File: config.mk
export PLATFORM = sky130hd
export DESIGN_NAME = reg_dump_ctrl
export DESIGN_NICKNAME = d
export VERILOG_FILES = /design/src/rtl/reg_dump_pkg.sv /design/src/rtl/reg_dump_ser.sv /design/src/rtl/reg_dump_ctrl.sv
export SDC_FILE = /design/constraint.sdc
export NUM_CORES = 1
export LEC_CHECK = 0
export CORE_ASPECT_RATIO = 1.5
export CORE_MARGIN = 2
export CORE_UTILIZATION = 30
export DETAILED_ROUTE_END_ITERATION = 10
export SETUP_SLACK_MARGIN = 0.2
export SYNTH_ARGS = -nofsm -noshare
export SYNTH_HDL_FRONTEND = slang
export SYNTH_SLANG_ARGS = --single-unit
File: constraint.sdc
create_clock -name i_clk -period 1.6 [get_ports i_clk]
set_input_delay 0.4 -clock i_clk [delete_from_list [all_inputs] [get_ports i_clk]]
set_output_delay 0.4 -clock i_clk [all_outputs]
set_load 0.02 [all_outputs]
File: src/rtl/reg_dump_pkg.sv
// Shared state type and sizing helpers for the register dump controller.
// Defining REG_DUMP_CHECKSUM_EN adds the CSUM state (trailing XOR byte).
package reg_dump_pkg;

  localparam int unsigned DefNbits = 32;
  localparam int unsigned NBYTES   = DefNbits / 8;

  typedef enum logic [2:0] {
    StIdle,
    StLatch,
    StSend,
    StNext,
`ifdef REG_DUMP_CHECKSUM_EN
    StCsum,
`endif
    StDone
  } state_e;

  function automatic int unsigned nbytes(input int unsigned nbits);
    return nbits / 8;
  endfunction

endpackage

File: src/rtl/reg_dump_ser.sv
// Word-to-byte serializer: loads a word, presents its MSB byte and shifts left by
// one byte per accepted transfer.
module reg_dump_ser
  import reg_dump_pkg::*;
#(
  parameter int unsigned NBITS = 32
) (
  input  logic             i_clk,
  input  logic             i_reset,
  input  logic             i_load,
  input  logic [NBITS-1:0] i_word,
  input  logic             i_shift,
  output logic [7:0]       o_byte,
  output logic             o_last
);

  localparam int unsigned NumBytes = nbytes(NBITS);
  localparam int unsigned IdxW     = (NumBytes > 1) ? $clog2(NumBytes) : 1;

  logic [NBITS-1:0] word_q, word_d;
  logic [IdxW-1:0]  idx_q, idx_d;

  always_ff @(posedge i_clk or posedge i_reset) begin
    if (i_reset) begin
      word_q <= '0;
      idx_q  <= '0;
    end else begin
      word_q <= word_d;
      idx_q  <= idx_d;
    end
  end

  always_comb begin
    word_d = word_q;
    idx_d  = idx_q;
    if (i_load) begin
      word_d = i_word;
      idx_d  = '0;
    end else if (i_shift) begin
      word_d = word_q << 8;
      idx_d  = idx_q + 1'b1;
    end
  end

  assign o_byte = word_q[NBITS-1 -: 8];
  assign o_last = (idx_q == IdxW'(NumBytes - 1));

endmodule

File: src/rtl/reg_dump_ctrl.sv
// Dumps registers 0..CELDAS-1 of a register file byte-by-byte over a valid/ready
// link. Optional trailing XOR checksum byte when REG_DUMP_CHECKSUM_EN is defined.
module reg_dump_ctrl
  import reg_dump_pkg::*;
#(
  parameter int unsigned REGS   = 5,
  parameter int unsigned NBITS  = 32,
  parameter int unsigned CELDAS = 32
) (
  input  logic             i_clk,
  input  logic             i_reset,
  input  logic             i_start,
  output logic [REGS-1:0]  o_reg_addr,
  input  logic [NBITS-1:0] i_reg_dato,
  output logic [7:0]       o_tx_data,
  output logic             o_tx_valid,
  input  logic             i_tx_ready,
  output logic             o_busy,
  output logic             o_done
);

  localparam logic [REGS-1:0] LastAddr = REGS'(CELDAS - 1);

  state_e          state_q, state_d;
  logic [REGS-1:0] addr_q, addr_d;
  logic            xfer;
  logic            ser_load, ser_shift, ser_last;
  logic [7:0]      ser_byte;
`ifdef REG_DUMP_CHECKSUM_EN
  logic [7:0]      csum_q, csum_d;
`endif

  reg_dump_ser #(
    .NBITS (NBITS)
  ) u_ser (
    .i_clk   (i_clk),
    .i_reset (i_reset),
    .i_load  (ser_load),
    .i_word  (i_reg_dato),
    .i_shift (ser_shift),
    .o_byte  (ser_byte),
    .o_last  (ser_last)
  );

  always_ff @(posedge i_clk or posedge i_reset) begin
    if (i_reset) begin
      state_q <= StIdle;
      addr_q  <= '0;
`ifdef REG_DUMP_CHECKSUM_EN
      csum_q  <= '0;
`endif
    end else begin
      state_q <= state_d;
      addr_q  <= addr_d;
`ifdef REG_DUMP_CHECKSUM_EN
      csum_q  <= csum_d;
`endif
    end
  end

  assign xfer = o_tx_valid & i_tx_ready;

  always_comb begin
    state_d = state_q;
    addr_d  = addr_q;
`ifdef REG_DUMP_CHECKSUM_EN
    csum_d  = csum_q;
`endif
    unique case (state_q)
      StIdle: begin
        if (i_start) begin
          state_d = StLatch;
          addr_d  = '0;
`ifdef REG_DUMP_CHECKSUM_EN
          csum_d  = '0;
`endif
        end
      end
      StLatch: state_d = StSend;
      StSend: begin
`ifdef REG_DUMP_CHECKSUM_EN
        if (xfer) csum_d = csum_q ^ ser_byte;
`endif
        if (xfer && ser_last) state_d = StNext;
      end
      StNext: begin
        if (addr_q == LastAddr) begin
`ifdef REG_DUMP_CHECKSUM_EN
          state_d = StCsum;
`else
          state_d = StDone;
`endif
        end else begin
          addr_d  = addr_q + 1'b1;
          state_d = StLatch;
        end
      end
`ifdef REG_DUMP_CHECKSUM_EN
      StCsum: if (xfer) state_d = StDone;
`endif
      StDone: begin
        state_d = StIdle;
        addr_d  = '0;
      end
      default: state_d = StIdle;
    endcase
  end

  // Outputs are Moore; the serializer only advances on an accepted byte.
  always_comb begin
    o_tx_valid = 1'b0;
    o_tx_data  = ser_byte;
    o_done     = 1'b0;
    ser_load   = 1'b0;
    ser_shift  = 1'b0;
    unique case (state_q)
      StLatch: ser_load = 1'b1;
      StSend: begin
        o_tx_valid = 1'b1;
        ser_shift  = i_tx_ready;
      end
`ifdef REG_DUMP_CHECKSUM_EN
      StCsum: begin
        o_tx_valid = 1'b1;
        o_tx_data  = csum_q;
      end
`endif
      StDone:  o_done = 1'b1;
      default: ;
    endcase
  end

  assign o_busy     = (state_q != StIdle);
  assign o_reg_addr = addr_q;

endmodule

==> impl_metrics.toml <==
[run_status]
status = "finished with violations"
violations = "setup timing"

[worst_setup_path]
cp_max_fo = 4
end_kind = "primary output"
critPathLaunch = "state_q[2]"
r2r_start = "state_q[0]"
crit_path_start_kind = "flop"
regToRegSetupSlack_ns = -0.01
worstSetupPathType = "reg2out"
worstPathArrival_ns = 1.25
required_ns = 1.20

[floorplanning]
die-area_um2 = 7510
initial_core_util_pct = 31.3
core_um2 = 6530
pin_count = 52
rows = 36
dieHeight_um = 105
fp.dieW_um = 71.4

[logic_synthesis]
synth_common_cells = "dfrtp_1 (42), nand2_1 (30), mux2i_1 (25)"
synth_edf_count = 0
synth_top_area_share_pct = 51.4
synth_flop_cell = "dfrtp_1"
synth_seq_cells = 42
yosys.cell_count.top_type = "dfrtp_1"
netlist_instances = 185
syn-num-nets = 224
synthTopCellsByArea = "dfrtp_1 (51%), mux2i_1 (12%), nand2_1 (5.5%)"
synth_largest_area_cell = "dfrtp_1"
synthesis.area_um2 = 2050
ys_types = 30
seq_area_frac_synth_pct = 51.4
synth_area_per_cell_um2 = 11.1
async_flop_share_pct = 100
yosysWarnings = 0

[placement]
gp_congestion = 0.810
post_dp_cell_area_um2 = 2660
preCtsSetupSlack_ns = -0.409
hpwl_um = 3030
io_buffers = 51

[min_path]
worstHoldPathType = "in2async"

[cts]
htreeDepth = 2
clockBufferDepth = 2
clockRootBuffer = "clkbuf_8"
clk_latency_ns = 0.29
cts_tree = "built"
clkSinkCount = 42
numCtsBuffers = 5
path_clk_slew_ns = 0.08

[grt]
grt_pass1_wl_um = 7530
antenna_found_initial = 0
grt.total_usage_pct = 12.6
use_met3_pct = 2.60
overflow = 0
first_global_vias = 1655
met1_usage_pct = 15.6
use_met2_pct = 21.5
top_usage_layer = "met2"
grt_max_degree = 43

[timing]
hold_slack_ns = 0.456
tightest_slew_ns = 0.342
max_freq_ghz = 0.606
fin_skew_ns = 0.0102
fin_crit_ns = 1.65
rsz0062_at_grt = "true"
slew_viol_final = 0
hold_viol = 0
layout_setup_ws_ns = -0.0495
relSlewSlack_pct = 77.1
setup_viol = 6
finalCritPeriodShare_pct = 103

[layout]
nFillCells = 612
final_nets = 293
multi_input_area_um2 = 917
synthToLayoutAreaGrowth_pct = 43.7
layout-drive-gt1-share_pct = 28.2
design_area_um2 = 2940
antennaDiodeCount = 0
fin_util_pct = 45.0
seqCellArea_um2 = 1050

[power_and_ir_drop]
p_leak_nw = 1.29
irDropWorstVdd_mv = 0.511
powerDensity_nw_per_um2 = 1660
power.total_w = 0.00488

[job]
drv_cap = 0

[route]
drt_first_pass_iters = 4
ant_nets = 0
drt_iter0_markers = 68
drc = 0
routedWlPerCell_um = 13.3
vias_per_cell = 4.60
routed-via-count = 1523
wirelength_um = 4410
stage by stage:
step	cells	TNS, ns
2_1_floorplan	185	0
6_report	331	-0.0727
4_1_cts	327	-0.157
5_1_grt	331	-2.35
3_5_place_dp	305	-12.87
3_3_place_gp	305	-12.06
flip-flops by register name (all words and copies together) (netlist names):
| signal | cells |
|---|---|
| u_ser.idx_q | 2 |
| u_ser.word_q | 32 |
| o_reg_addr | 5 |
| state_q | 3 |
report_power, final:
group / internal, W / leakage (nW) / switching (W)
clock: 0.000348 / 0.0482 / 0.000332
sequential: 0.00150 / 0.534 / 0.000280
combinational: 0.00127 / 0.707 / 0.00115
total: 0.00312 / 1.29 / 0.00176
worst paths after layout:
kind,end,cells after the start
worst max-delay path,o_busy,2
worst min-delay path,u_ser.word_q[26],3
worst max register to register,u_ser.word_q[24],7
worst min register to register,u_ser.word_q[5],1
max in group asynchronous,state_q[2],3
min in group i_clk,u_ser.word_q[5],1
repair_timing:
| item | CTS | global route |
|---|---|---|
| gates resized for setup | 73 | 21 |
| gates cloned | 2 | 0 |
| setup endpoints to repair | 55 | 52 |
| hold buffers | 0 | 0 |
| pin swaps | 6 | 6 |
| setup buffers | 12 | 4 |
worst max-delay path, stage by stage, from the launching register on:
cell and delay, ns:
dfrtp_2 0.44, or3_1 0.38, buf_6 0.14
cell usage in the layout (no fill, tap or decap), types with 2 or more instances in the layout:
cell type | synthesis | layout
dfrtp_1 | 42 | 39
clkdlybuf4s50_1 | 0 | 35
nand2_1 | 30 | 28
o21ai_1 | 20 | 26
mux2i_1 | 25 | 24
buf_4 | 9 | 18
buf_6 | 3 | 12
a22o_1 | 8 | 8
nor2_1 | 8 | 6
clkbuf_8 | 0 | 6
clkbuf_2 | 0 | 5
buf_8 | 0 | 3
dfrtp_2 | 0 | 3
buf_2 | 2 | 3
clkdlybuf4s15_1 | 0 | 3
xnor2_1 | 2 | 2
nand2_2 | 0 | 2
o21ai_2 | 0 | 2
and2_1 | 2 | 2
ha_4 | 0 | 2
clkdlybuf4s15_2 | 0 | 2
cell families after synthesis:
logic type                 Yosys count  share of synthesized area (%)
muxes                               26                           12.8
and+or+nand+nor                     50                           12.6
DFF                                 42                           51.4
adders and majority gates            3                           1.84
xor gates and xnor gates             2                          0.856
buffers and inverters               21                           8.32
AOI/OAI and AO/OA                   41                           12.2
area by class of cell:
cell class / instances / share of cell area (%)
flip-flops and latches: 42 / 35.9
multi-input cells: 122 / 31.2
repair buffers: 82 / 26.5
well taps: 76 / 3.23
clock buffers: 7 / 2.94
clock inverters: 1 / 0.170
inverters: 1 / 0.128
routing by layer:
layer | up-vias | part of all wire [%]
met3 | 4 | 3.9
met1 | 715 | 43
met5 | - | 0
met2 | 33 | 51
met4 | 0 | 1.6
li1 | 771 | -
(Power assumes the default switching activity.)
==> edit 1, RTL diff (same flow settings) <==
The 5 states of `state_e` get a one-hot encoding in 5 bits.
--- a/src/rtl/reg_dump_pkg.sv
+++ b/src/rtl/reg_dump_pkg.sv
@@ -5,15 +5,15 @@
   localparam int unsigned DefNbits = 32;
   localparam int unsigned NBYTES   = DefNbits / 8;
 
-  typedef enum logic [2:0] {
-    StIdle,
-    StLatch,
-    StSend,
-    StNext,
+  typedef enum logic [4:0] {
+    StIdle  = 5'b00001,
+    StLatch = 5'b00010,
+    StSend  = 5'b00100,
+    StNext  = 5'b01000,
 `ifdef REG_DUMP_CHECKSUM_EN
     StCsum,
 `endif
-    StDone
+    StDone  = 5'b10000
   } state_e;
 
   function automatic int unsigned nbytes(input int unsigned nbits);
Function: no difference found for any inputs over 10 cycles, from zero or initial values and one cycle with i_reset high; not proved beyond that.
==> edit 1 against the original RTL <==
  * The flow still finishes with violations (setup timing)
  * Routed wire length up 27%
  * Sequential cell count up 2
  * Register-to-register slack lost 100 ps
  * Critical path type unchanged
  * Final area is 20% higher
  * Area after synthesis up 7.7%
  * Worst setup slack worse by 87 ps
  * Power decreased by 3.3%
==> edit 1: results (changes against the original RTL) <==
* Worst slew margin at 0.755 (-0.0160)
* Hold Crit Class: flip-flop to flip-flop
* Final WS setup at -136 ps (-86.9 ps)
* Top cells by area, synth: sky130_fd_sc_hd__dfrtp_1, sky130_fd_sc_hd__a221o_1, sky130_fd_sc_hd__mux2i_1
* Net switching fraction of the power at 0.333 (-0.0278)
* Outcome: finished, violations left
* Met3 routed WL at 233 um (+35%)
* Worst clock skew on the final layout at 6.25 ps (-3.91 ps)
* Signal arrival time at the worst endpoint at 1340 ps (+90 ps)
* Combinational share of power at 0.461 (-0.035)
* Post-place setup slack at -302 ps (+107 ps)
* Final setup violation count at 23 (+17)
* First-pass GRT wire length at 9070 um (+20%)
* Maximum number of pins on one net before global-route repair at 45 (+4.7%)
* Total wire length after detailed routing at 5620 um (+27%)
* Iter 0 DRT Violations at 109 (+60%)
* Routed wl met2 at 2990 um (+33%)
* Commonest cells in the netlist: sky130_fd_sc_hd__dfrtp_1, sky130_fd_sc_hd__nor2_1, sky130_fd_sc_hd__nand2_1
* Number of global-route vias before repair at 1844 (+11%)
* Routability cong. at 0.780 (-3.7%)
* Violations in the final reports: setup timing
* Final layout net count at 335 (+14%)
* Post-Syn Nets at 255 (+14%)
* Maximum ir drop on the vdd rail at 0.000629 V (+23%)
* Share of final-layout standard cells stronger than drive strength 1 at 0.424 (+0.142)
* Leakage power total at 1.54 nW (+19%)
* Register area share after synthesis at 0.500 (-0.0135)
* Per-cell via count in the routed design at 4.78 (+3.8%)
* Clock group power at 740 uW (+8.8%)
* Dpl hpwl at 3490 um (+15%)
* Wire length on met1 at 2280 um (+19%)
[edit 1: cell type report]
| class | instances | area (um^2) |
|---|---|---|
| clock buffers | 6 | 82.6 |
| clock inverters | 2 | 15.0 |
| fillers | 662 | 3650 |
| inverters | 4 | 18.8 |
| multi-input cells | 145 | 1170 |
| flip-flops and latches | 44 | 1110 |
| well taps | 100 | 125 |
| repair buffers | 96 | 1010 |
[edit 1: worst register-to-register path, delay by kind of cell, from the launching register on]
family,cells,cell delay (ps)
buffers and inverters,1,120
and+or+nand+nor,2,500
adders and majority gates,2,340
DFF,1,440
AOI/OAI and AO/OA,2,270
[edit 1: final timing paths]
kind / from / endpoint / slack (ps) / cells past startpoint
setup / recovery: state_q[1]$_DFFE_PP0P_ / o_busy / -140 / 5
hold / removal: u_ser.word_q[27]$_DFFE_PP0P_ / u_ser.word_q[27]$_DFFE_PP0P_ / 480 / 2
setup reg to reg: o_reg_addr[0]$_DFFE_PP0P_ / o_reg_addr[2]$_DFFE_PP0P_ / -110 / 7
hold reg to reg: u_ser.word_q[27]$_DFFE_PP0P_ / u_ser.word_q[27]$_DFFE_PP0P_ / 480 / 2
max in group asynchronous: i_reset / state_q[0]$_DFFE_PP1P_ / 850 / 3
min in group asynchronous: i_reset / state_q[1]$_DFFE_PP0P_ / 490 / 3
[edit 1: logic make-up (layout without fill, tap and decap cells)]
| logic type | after synthesis | in the layout | share of synthesized area |
|---|---|---|---|
| multiplexers | 12 | 12 | 0.0551 |
| flip-flops | 44 | 44 | 0.500 |
| XOR/XNOR | 1 | 1 | 0.00398 |
| buffers and inverters | 28 | 108 | 0.0823 |
| AO/OA/AOI/OAI | 50 | 50 | 0.156 |
| AND/OR/NAND/NOR | 78 | 79 | 0.185 |
| adder cells (fa/ha/maj) | 3 | 3 | 0.0170 |
[edit 1: timing repair]
action	CTS	global route
cloned	4	2
resized for setup	81	44
hold endpoints to repair	0	0
buffers inserted	8	4
pin swaps	5	21
setup endpoints to repair	57	55
[edit 1: stage by stage]
| stage | setup TNS, ps | cells |
|---|---|---|
| after CTS | -2290 | 391 |
| after global routing | -3540 | 397 |
| after global placement | -7560 | 371 |
| after detailed placement | -8130 | 371 |
| after floorplan | -165 | 216 |
| final | -1210 | 397 |
[edit 1: layer usage]
metal  GRT usage  vias to the layer above
met5           0                        -
met4      0.0545                        0
met3      0.0296                        8
met2       0.247                       50
met1       0.189                      909
li1            -                      930
==> edit 2, RTL diff (same flow settings) <==
Without the edit above. `NBITS` is set to 32 in 2 places; all go to 16.
--- a/src/rtl/reg_dump_ser.sv
+++ b/src/rtl/reg_dump_ser.sv
@@ -3,7 +3,7 @@
 module reg_dump_ser
   import reg_dump_pkg::*;
 #(
-  parameter int unsigned NBITS = 32
+  parameter int unsigned NBITS = 16
 ) (
   input  logic             i_clk,
   input  logic             i_reset,
--- a/src/rtl/reg_dump_ctrl.sv
+++ b/src/rtl/reg_dump_ctrl.sv
@@ -4,7 +4,7 @@
   import reg_dump_pkg::*;
 #(
   parameter int unsigned REGS   = 5,
-  parameter int unsigned NBITS  = 32,
+  parameter int unsigned NBITS  = 16,
   parameter int unsigned CELDAS = 32
 ) (
   input  logic             i_clk,
Interface: changed (resized i_reg_dato); port bits go from 52 to 36. No check against the original RTL was run, so the function may have changed too.
==> edit 2 against the original RTL <==
  * The run still ends with setup timing left
  * Global-route usage is 0.064 points higher
  * First-iteration DRC count is 87% lower
  * Critical path depth is 5 higher
  * Area after synthesis is 41% lower
  * Worst setup slack worse by 200 ps
  * Routed wire length is 36% lower
  * Final cell count is 35% lower
  * Sequential cell count is 17 lower
  * Fmax is 11% lower
  * Power is 26% lower
  * Non-clock buffer count is 14 lower
  * Final area is 33% lower
  * Die area is 39% lower
  * Combinational power is 9.5% lower
  * Critical endpoint is now o_reg_addr[2]$_DFFE_PP0P_
==> edit 2: results (changes against the original RTL) <==
* Power Total at 3.60 mW (-26%)
* Register area share after synthesis at 0.516 (+0.00223)
* Sequential cell area at 628 um^2 (-40%)
* Leakage power total at 0.912 nW (-29%)
* Final setup violation count at 8 (+2)
* Sum of negative setup slack at -940 ps (-868 ps)
* Violations in the final reports: setup timing
* Maximum ir drop on the vdd rail at 0.000951 V (+86%)
* Commonest cells in the netlist: sky130_fd_sc_hd__dfrtp_1, sky130_fd_sc_hd__o21ai_0, sky130_fd_sc_hd__nand2_1
* Share of final-layout standard cells stronger than drive strength 1 at 0.394 (+0.112)
* Routed wl met2 at 1470 um (-35%)
* Logic inverters at 3 (+2)
* PD cells at 1820 nW/um^2 (+9.8%)
* Quantity of I/O buffers inserted on ports at 35 (-31%)
* Layout buffering overhead excluding clock cells at 0.342 (+0.0775)
* Maximum number of pins on one net before global-route repair at 26 (-40%)
* Wire length on met1 at 1190 um (-38%)
* Clock group power at 368 uW (-46%)
* Signal arrival time at the worst endpoint at 2060 ps (+810 ps)
* Worst clock skew on the final layout at 3.75 ps (-6.40 ps)
* Crit path largest cell delay at 470 ps (+30 ps)
* Number of filler instances in the final layout at 377 (-38%)
* Global routing usage summed across all routing layers at 0.127 (+0.000635)
* Final WS setup at -246 ps (-197 ps)
* Synth cell types at 28 (-6.7%)
* First-pass GRT wire length at 4600 um (-39%)
* Critical path launch point: o_reg_addr[1]$_DFFE_PP0P_
* Top cell family by delay on the critical path: simple AND/OR/NAND/NOR gates
* Number of clock buffers in the layout at 3 (-4)
* Critical Path Sink Type: flip-flop
* Routability cong. at 0.670 (-17%)
* Dpl hpwl at 1970 um (-35%)
* Number of CTS-inserted buffers at 3 (-2)
* Met1 Track Usage GR at 0.148 (-0.00773)
* Vias after detailed routing at 1026 (-33%)
* Clock network latency to the later pin of the worst-skew pair at 270 ps (-20 ps)
* Int Pwr at 2.27 mW (-27%)
* Critical-path cell with the highest stage delay: sky130_fd_sc_hd__or4b_1
* Worst slew margin at 0.789 (+0.0174)
* Max FFs per register at 16 (-50%)
* H-tree depth at 1 (-1)
* Outcome: finished, violations left
* Iter 0 DRT Violations at 9 (-87%)
-- edit 2: cell count changes in the layout (fill, tap and decap cells not counted), sizes merged, moves of 8 or more --
cell	before	now
mux2i	25	8
o21ai	29	14
dfrtp	42	25
clkdlybuf4s50	35	19
clkbuf	12	4
nand2	30	11
-- edit 2: logic make-up (layout without fill, tap and decap cells) --
family / count (synthesis) / after routing / share of synthesized area
AO/OA/AOI/OAI: 31 / 31 / 0.169
adder cells (fa/ha/maj): 2 / 2 / 0.0206
buffers and inverters: 17 / 75 / 0.0939
flip-flops: 25 / 25 / 0.516
multiplexers: 8 / 8 / 0.0661
AND/OR/NAND/NOR: 29 / 29 / 0.134
-- edit 2: per-stage QoR --
stage                     cells  hold slack, ps
after floorplan             112             427
after global placement      194             465
after detailed placement    194             472
after CTS                   211             484
after global routing        215             516
final                       215             472
-- edit 2: worst min-delay path by stage --
| stage | startpoint | to | slack (ps) | cells past startpoint |
|---|---|---|---|---|
| 2_1_floorplan | i_reset | o_reg_addr[2]$_DFFE_PP0P_ | 430 | 1 |
| 3_3_place_gp | u_ser.word_q[12]$_DFFE_PP0P_ | u_ser.word_q[12]$_DFFE_PP0P_ | 470 | 2 |
| 3_5_place_dp | u_ser.word_q[10]$_DFFE_PP0P_ | u_ser.word_q[10]$_DFFE_PP0P_ | 470 | 2 |
| 4_1_cts | i_reset | u_ser.word_q[5]$_DFFE_PP0P_ | 480 | 3 |
| 5_1_grt | u_ser.word_q[4]$_DFFE_PP0P_ | u_ser.word_q[4]$_DFFE_PP0P_ | 520 | 1 |
| 6_report | i_reset | u_ser.word_q[10]$_DFFE_PP0P_ | 470 | 3 |
-- edit 2: what timing repair did --
action	CTS	global route
resized for setup	68	34
buffers inserted	13	4
pin swaps	6	15
endpoints found under the setup margin	38	37
